[config.mk]
export PLATFORM = sky130hd
export DESIGN_NAME = ipf_lcu_sched
export DESIGN_NICKNAME = d
export VERILOG_FILES = /design/src/rtl/ipf_pkg.sv /design/src/rtl/ipf_addr_gen.sv /design/src/rtl/ipf_lcu_sched.sv
export SDC_FILE = /design/constraint.sdc
export NUM_CORES = 1
export LEC_CHECK = 0
export ABC_CLOCK_PERIOD_IN_PS = 6400
export CAP_MARGIN = 20
export CORE_MARGIN = 2
export CORE_UTILIZATION = 49
export DETAILED_ROUTE_END_ITERATION = 16
export PLACE_DENSITY = 0.85
export SLEW_MARGIN = 10
export SYNTH_ARGS = -nofsm -noshare
export SYNTH_HDL_FRONTEND = slang
export SYNTH_HIERARCHICAL = 1
export SYNTH_SLANG_ARGS = --single-unit
[constraint.sdc]
create_clock -name clk -period 6.4 [get_ports clk]
set_input_delay 0.96 -clock clk [delete_from_list [all_inputs] [get_ports clk]]
set_output_delay 0.96 -clock clk [all_outputs]
set_load 0.02 [all_outputs]
[src/rtl/ipf_pkg.sv]
// Shared constants and types for the IPF LCU scheduler.
// Frame is a fixed 128x128 image walked in LCU tiles.
package ipf_pkg;

    localparam int IMG_W  = 128;
    localparam int ADDR_W = $clog2(IMG_W * IMG_W);

    localparam logic [1:0] SZ_16 = 2'd0;
    localparam logic [1:0] SZ_32 = 2'd1;
    localparam logic [1:0] SZ_64 = 2'd2;

    typedef enum logic [1:0] {
        IPF_OFF = 2'd0,
        IPF_PO  = 2'd1,
        IPF_WO  = 2'd2
    } ipf_type_e;

    typedef enum logic [1:0] {
        IDLE,
        FETCH,
        STREAM,
        DONE
    } state_e;

    // Code 3 is reserved and behaves as the largest LCU.
    function automatic logic [1:0] norm_size(input logic [1:0] code);
        return (code == 2'd3) ? SZ_64 : code;
    endfunction

endpackage

[src/rtl/ipf_addr_gen.sv]
// Pixel and LCU counters walking the frame in raster LCU order,
// plus the row-major image address of the current pixel.
module ipf_addr_gen
    import ipf_pkg::*;
(
    input  logic              clk,
    input  logic              reset,
    input  logic              clr,
    input  logic              step,
    input  logic [1:0]        size,
    output logic [ADDR_W-1:0] addr,
    output logic [2:0]        lcu_x,
    output logic [2:0]        lcu_y,
    output logic              last_pix,
    output logic              last_lcu
);

    logic [5:0] col;
    logic [5:0] row;
    logic [5:0] pix_max;
    logic [2:0] lcu_max;
    logic [6:0] row_abs;
    logic [6:0] col_abs;

    // Absolute row/col are the LCU index concatenated with the offset.
    always_comb begin
        pix_max = 6'd63;
        lcu_max = 3'd1;
        row_abs = {lcu_y[0], row};
        col_abs = {lcu_x[0], col};
        case (size)
            SZ_16: begin
                pix_max = 6'd15;
                lcu_max = 3'd7;
                row_abs = {lcu_y, row[3:0]};
                col_abs = {lcu_x, col[3:0]};
            end
            SZ_32: begin
                pix_max = 6'd31;
                lcu_max = 3'd3;
                row_abs = {lcu_y[1:0], row[4:0]};
                col_abs = {lcu_x[1:0], col[4:0]};
            end
            default: ;
        endcase
    end

    assign addr     = {row_abs, col_abs};
    assign last_pix = (col == pix_max) && (row == pix_max);
    assign last_lcu = (lcu_x == lcu_max) && (lcu_y == lcu_max);

    always_ff @(posedge clk or posedge reset) begin
        if (reset) begin
            col   <= '0;
            row   <= '0;
            lcu_x <= '0;
            lcu_y <= '0;
        end else if (clr) begin
            col   <= '0;
            row   <= '0;
            lcu_x <= '0;
            lcu_y <= '0;
        end else if (step) begin
            if (col != pix_max) begin
                col <= col + 6'd1;
            end else begin
                col <= '0;
                if (row != pix_max) begin
                    row <= row + 6'd1;
                end else begin
                    row <= '0;
                    if (lcu_x != lcu_max) begin
                        lcu_x <= lcu_x + 3'd1;
                    end else begin
                        lcu_x <= '0;
                        lcu_y <= last_lcu ? 3'd0 : lcu_y + 3'd1;
                    end
                end
            end
        end
    end

endmodule

[src/rtl/ipf_lcu_sched.sv]
// Frame scheduler: fetches per-LCU filter parameters, then streams
// that LCU's pixels from image memory into the in-loop filter.
module ipf_lcu_sched
    import ipf_pkg::*;
(
    input  logic        clk,
    input  logic        reset,
    input  logic        start,
    input  logic [1:0]  cfg_lcu_size,
    input  logic        prm_valid,
    output logic        prm_ready,
    input  logic [1:0]  prm_type,
    input  logic [4:0]  prm_band_pos,
    input  logic        prm_wo_class,
    input  logic [15:0] prm_offset,
    output logic        img_rd,
    output logic [13:0] img_addr,
    input  logic [7:0]  img_rdata,
    input  logic        ipf_busy,
    output logic        in_en,
    output logic [7:0]  din,
    output logic [1:0]  ipf_type,
    output logic [4:0]  ipf_band_pos,
    output logic        ipf_wo_class,
    output logic [15:0] ipf_offset,
    output logic [2:0]  lcu_x,
    output logic [2:0]  lcu_y,
    output logic [1:0]  lcu_size,
    output logic        done
);

    state_e     state;
    logic       go;
    logic [2:0] cur_x;
    logic [2:0] cur_y;
    logic       last_pix;
    logic       last_lcu;

    assign go        = start && (state == IDLE || state == DONE);
    assign prm_ready = (state == FETCH);
    assign img_rd    = (state == STREAM) && !ipf_busy;
    // Read data returns one cycle after img_rd, aligned with in_en.
    assign din       = in_en ? img_rdata : 8'd0;

    ipf_addr_gen u_addr_gen (
        .clk      (clk),
        .reset    (reset),
        .clr      (go),
        .step     (img_rd),
        .size     (lcu_size),
        .addr     (img_addr),
        .lcu_x    (cur_x),
        .lcu_y    (cur_y),
        .last_pix (last_pix),
        .last_lcu (last_lcu)
    );

    always_ff @(posedge clk or posedge reset) begin
        if (reset) begin
            state        <= IDLE;
            in_en        <= 1'b0;
            done         <= 1'b0;
            ipf_type     <= IPF_OFF;
            ipf_band_pos <= '0;
            ipf_wo_class <= 1'b0;
            ipf_offset   <= '0;
            lcu_x        <= '0;
            lcu_y        <= '0;
            lcu_size     <= '0;
        end else begin
            in_en <= img_rd;
            case (state)
                IDLE: begin
                    if (go) begin
                        state    <= FETCH;
                        lcu_size <= norm_size(cfg_lcu_size);
                    end
                end
                FETCH: begin
                    if (prm_valid) begin
                        state        <= STREAM;
                        ipf_type     <= prm_type;
                        ipf_band_pos <= prm_band_pos;
                        ipf_wo_class <= prm_wo_class;
                        ipf_offset   <= prm_offset;
                        lcu_x        <= cur_x;
                        lcu_y        <= cur_y;
                    end
                end
                STREAM: begin
                    if (img_rd && last_pix) begin
                        state <= last_lcu ? DONE : FETCH;
                    end
                end
                DONE: begin
                    done <= 1'b1;
                    if (go) begin
                        state    <= FETCH;
                        done     <= 1'b0;
                        lcu_size <= norm_size(cfg_lcu_size);
                    end
                end
                default: state <= IDLE;
            endcase
        end
    end

endmodule

==> flow_metrics.py <==
metrics = {
    "clock_network": {
        "cts.hold.buffers_added": 0,
        "clock-root-buffer": "sky130_fd_sc_hd__clkbuf_8",
        "post_cts_resized": 0,
        "clock_tree.htree_level_count": 2,
        "cts.path.max_buffers": 2,
        "cts_tree": "built",
        "cts_post_setup_buffers_inserted": 0,
        "worst_skew_pair.late_latency_ns": 0.31,
        "cts.sink_count": 54,
        "clock_transition_at_the_registers_of_the_reported_paths_ns": 0.10,
        "numCtsBuffers": 5,
    },
    "grt": {
        "grt_pass1_wl_um": 9730,
        "pin_count_of_the_biggest_net_entering_global_routing": 37,
        "grt_usage_pct": 19.3,
        "grt_pass1_vias": 2039,
        "grt_overflow": 0,
        "antenna_found_initial": 0,
    },
    "power": {
        "pwr-share-seq_pct": 35.1,
        "combinationalPowerShare_pct": 49.8,
        "power.clock.fraction_pct": 15.1,
        "vdd.ir_drop.worst_mv": 0.285,
        "internal-power_uw": 981,
        "static_leakage_nw": 1.76,
        "switchingPower_uw": 555,
        "power_density_nw_per_um2": 393,
        "post-layout-total-power_mw": 1.54,
        "p_sw_share_pct": 36.1,
    },
    "critical_path": {
        "crit_path_max_fanout": 9,
        "worst-r2r-setup-slack_ns": 3.64,
        "max_stage_delay_ns": 0.73,
        "crit_family": "buffers and inverters",
        "critical-path-top-cell-by-count": "sky130_fd_sc_hd__clkdlybuf4s50_1",
        "required_ns": 5.44,
        "cp.arrival_ns": 2.66,
        "timing.critical_path.cells": "clkdlybuf4s50_1, nor2b_1, clkdlybuf4s50_1",
        "timing.critical_path.to_type": "output pin",
        "critical_path_buf_inv_count": 2,
        "timing.critical_path.from_type": "input pin",
        "timing_worst_setup_path_type": "in2out",
        "cpMaxStageDelayCell": "sky130_fd_sc_hd__clkdlybuf4s50_1",
    },
    "routing": {
        "route.detailed.vias_per_inst": 5.31,
        "ant_nets": 0,
        "detail_route.first_pass.iterations": 4,
        "wirelength_um": 6080,
        "routed-via-count": 2119,
        "drt_first_iter_violations": 73,
        "route.detailed.drc": 0,
        "route.detailed.wl_per_inst_um": 15.2,
    },
    "synth": {
        "synth-edff-count": 0,
        "syn-mean-instance-area_um2": 12.1,
        "ys_types": 42,
        "mappedNetlistArea_um2": 2880,
        "synth_top_flop_cell": "sky130_fd_sc_hd__dfrtp_1",
        "postSynthRegisterBits": 54,
        "synth_warn": 6,
        "synth_async_sr_flop_share_pct": 100,
        "yosysSeqAreaShare_pct": 46.9,
        "synthesis.instances": 239,
        "synth.net_count": 285,
    },
    "floorplan": {
        "std_cell_rows": 27,
        "die_area_um2": 6510,
        "die-height_um": 80.7,
        "floorplan.die.width_um": 80.7,
        "core_region_area_um2": 5610,
        "floorplan.initialDensity_pct": 51.4,
        "boundaryPins": 97,
    },
    "timing": {
        "clock_skew_after_layout_ns": 0.00350,
        "grt_setup_unrepaired": "false",
        "slew_violations": 0,
        "setup_viol_count_final": 0,
        "final.setup.tns_ns": 0,
        "period_minus_slack_ns": 3.62,
        "achievable-frequency_ghz": 0.276,
        "final_worst_setup_slack_ns": 2.78,
        "relSlewSlack_pct": 33.8,
        "worst_pin_slew_ns": 0.989,
        "report.final.hold_viol_count": 0,
        "min_period_over_period_pct": 56.5,
    },
    "min_path": {
        "min-delay-path-class": "reg2reg",
    },
    "final_layout": {
        "num_antenna_cells": 0,
        "areaGrowthSynthToFinish_pct": 35.6,
        "layout.filler_cells": 429,
        "finish.cell_count_without_fillers": 399,
        "layout-drive-gt1-share_pct": 15.0,
        "nets": 372,
    },
    "place": {
        "io_buffers": 96,
        "placed_cells": 391,
        "place_hpwl_um": 4480,
        "dp_slack_ns": 2.78,
        "globalplace.congestion": 0.813,
    },
    "outcome": {
        "run_status": "finished clean",
    },
    "flow_run": {
        "number_of_max_cap_violations": 0,
    },
}
[cell type report]
class | count | area [um^2] | share of cell area [%]
timing repair buffer | 97 | 968 | 24.8
tap | 72 | 90.1 | 2.30
clock inverter | 3 | 45.0 | 1.15
inverter | 6 | 22.5 | 0.576
sequential | 54 | 1350 | 34.6
clock buffer | 5 | 68.8 | 1.76
multi-input combinational | 162 | 1360 | 34.9
[Yosys cell counts, drive strengths merged, types with 4 or more instances]
cell type	instances	share of area (%)
mux2i	7	2.4
inv	6	0.78
mux2	34	17
nor2	18	2.3
and2	9	2.0
nor2b	6	1.3
a21oi	6	1.0
buf	16	4.9
xor2	5	1.5
nand2	13	1.8
dfrtp	54	47
nand2b	4	0.87
nand3	7	1.2
ha	7	3.0
o21ai	10	1.7
[layout by cell type (no fill, tap or decap), types with 3 or more instances in the layout]
cell / count
sky130_fd_sc_hd__clkdlybuf4s50_1: 96
sky130_fd_sc_hd__dfrtp_1: 54
sky130_fd_sc_hd__mux2_4: 30
sky130_fd_sc_hd__nor2_1: 18
sky130_fd_sc_hd__nand2_1: 12
sky130_fd_sc_hd__and2_1: 9
sky130_fd_sc_hd__o21ai_0: 8
sky130_fd_sc_hd__mux2i_1: 7
sky130_fd_sc_hd__ha_1: 7
sky130_fd_sc_hd__nand3_1: 7
sky130_fd_sc_hd__inv_1: 6
sky130_fd_sc_hd__a21oi_1: 6
sky130_fd_sc_hd__nor2b_1: 6
sky130_fd_sc_hd__clkbuf_8: 5
sky130_fd_sc_hd__xor2_1: 5
sky130_fd_sc_hd__mux2_2: 4
sky130_fd_sc_hd__nand2b_1: 4
sky130_fd_sc_hd__nand4_1: 3
sky130_fd_sc_hd__xnor2_1: 3
sky130_fd_sc_hd__o31ai_1: 3
sky130_fd_sc_hd__a22o_1: 3
sky130_fd_sc_hd__nor3b_1: 3
[registers in the layout (all words and copies together) (netlist names)]
register          flops
done                  1
in_en                 1
ipf_band_pos          5
ipf_offset           16
ipf_type              2
ipf_wo_class          1
lcu_size              2
lcu_x                 3
lcu_y                 3
state                 2
u_addr_gen/col        6
u_addr_gen/lcu_x      3
u_addr_gen/lcu_y      3
u_addr_gen/row        6
[per-stage QoR]
stage / instance area [um^2] / utilization (%) / hold slack, ns
2_1_floorplan: 2880 / - / 0.516
3_5_place_dp: 3790 / 67.7 / 0.490
6_report: 3910 / 69.7 / 0.517
4_1_cts: 3910 / 69.7 / 0.520
5_1_grt: 3910 / 69.7 / 0.540
3_3_place_gp: 3790 / 67.7 / 0.488
[worst paths after layout]
path / start / endpoint / cells after the start
max: ipf_busy / img_rd / 3
min: ipf_offset[6] / ipf_offset[6] / 1
max reg2reg: state[0] / u_addr_gen/lcu_x[1] / 8
min reg2reg: ipf_offset[6] / ipf_offset[6] / 1
max in group asynchronous: reset / u_addr_gen/col[5] / 2
min in group asynchronous: reset / lcu_size[1] / 3
[per-layer routing]
layer | GRT usage [%] | wire, um
met5 | 0 | 0
met4 | 5.08 | 57
met3 | 4.16 | 356
met2 | 33.7 | 3060
met1 | 24.4 | 2600
[logic make-up (layout without fill, tap and decap cells)]
| group | count (synthesis) | in the layout | synth area share, % |
|---|---|---|---|
| simple gates | 73 | 73 | 13.8 |
| flops | 54 | 54 | 46.9 |
| mux | 41 | 41 | 19.6 |
| compound gates | 33 | 33 | 8.42 |
| buf+inv | 23 | 111 | 5.86 |
| xor+xnor | 8 | 8 | 2.43 |
| fa+ha+maj | 7 | 7 | 3.04 |
[power by group through the flow]
| stage | Sequential (mW) | Combinational, mW | Clock (mW) |
|---|---|---|---|
| global placement | 0.537 | 0.756 | 0 |
| global route | 0.555 | 0.816 | 0.256 |
| CTS | 0.540 | 0.773 | 0.239 |
| detailed placement | 0.545 | 0.767 | 0 |
| finish | 0.539 | 0.765 | 0.232 |
| floorplan | 0.620 | 0.425 | 0 |
Power figures use the tool's default switching activity.
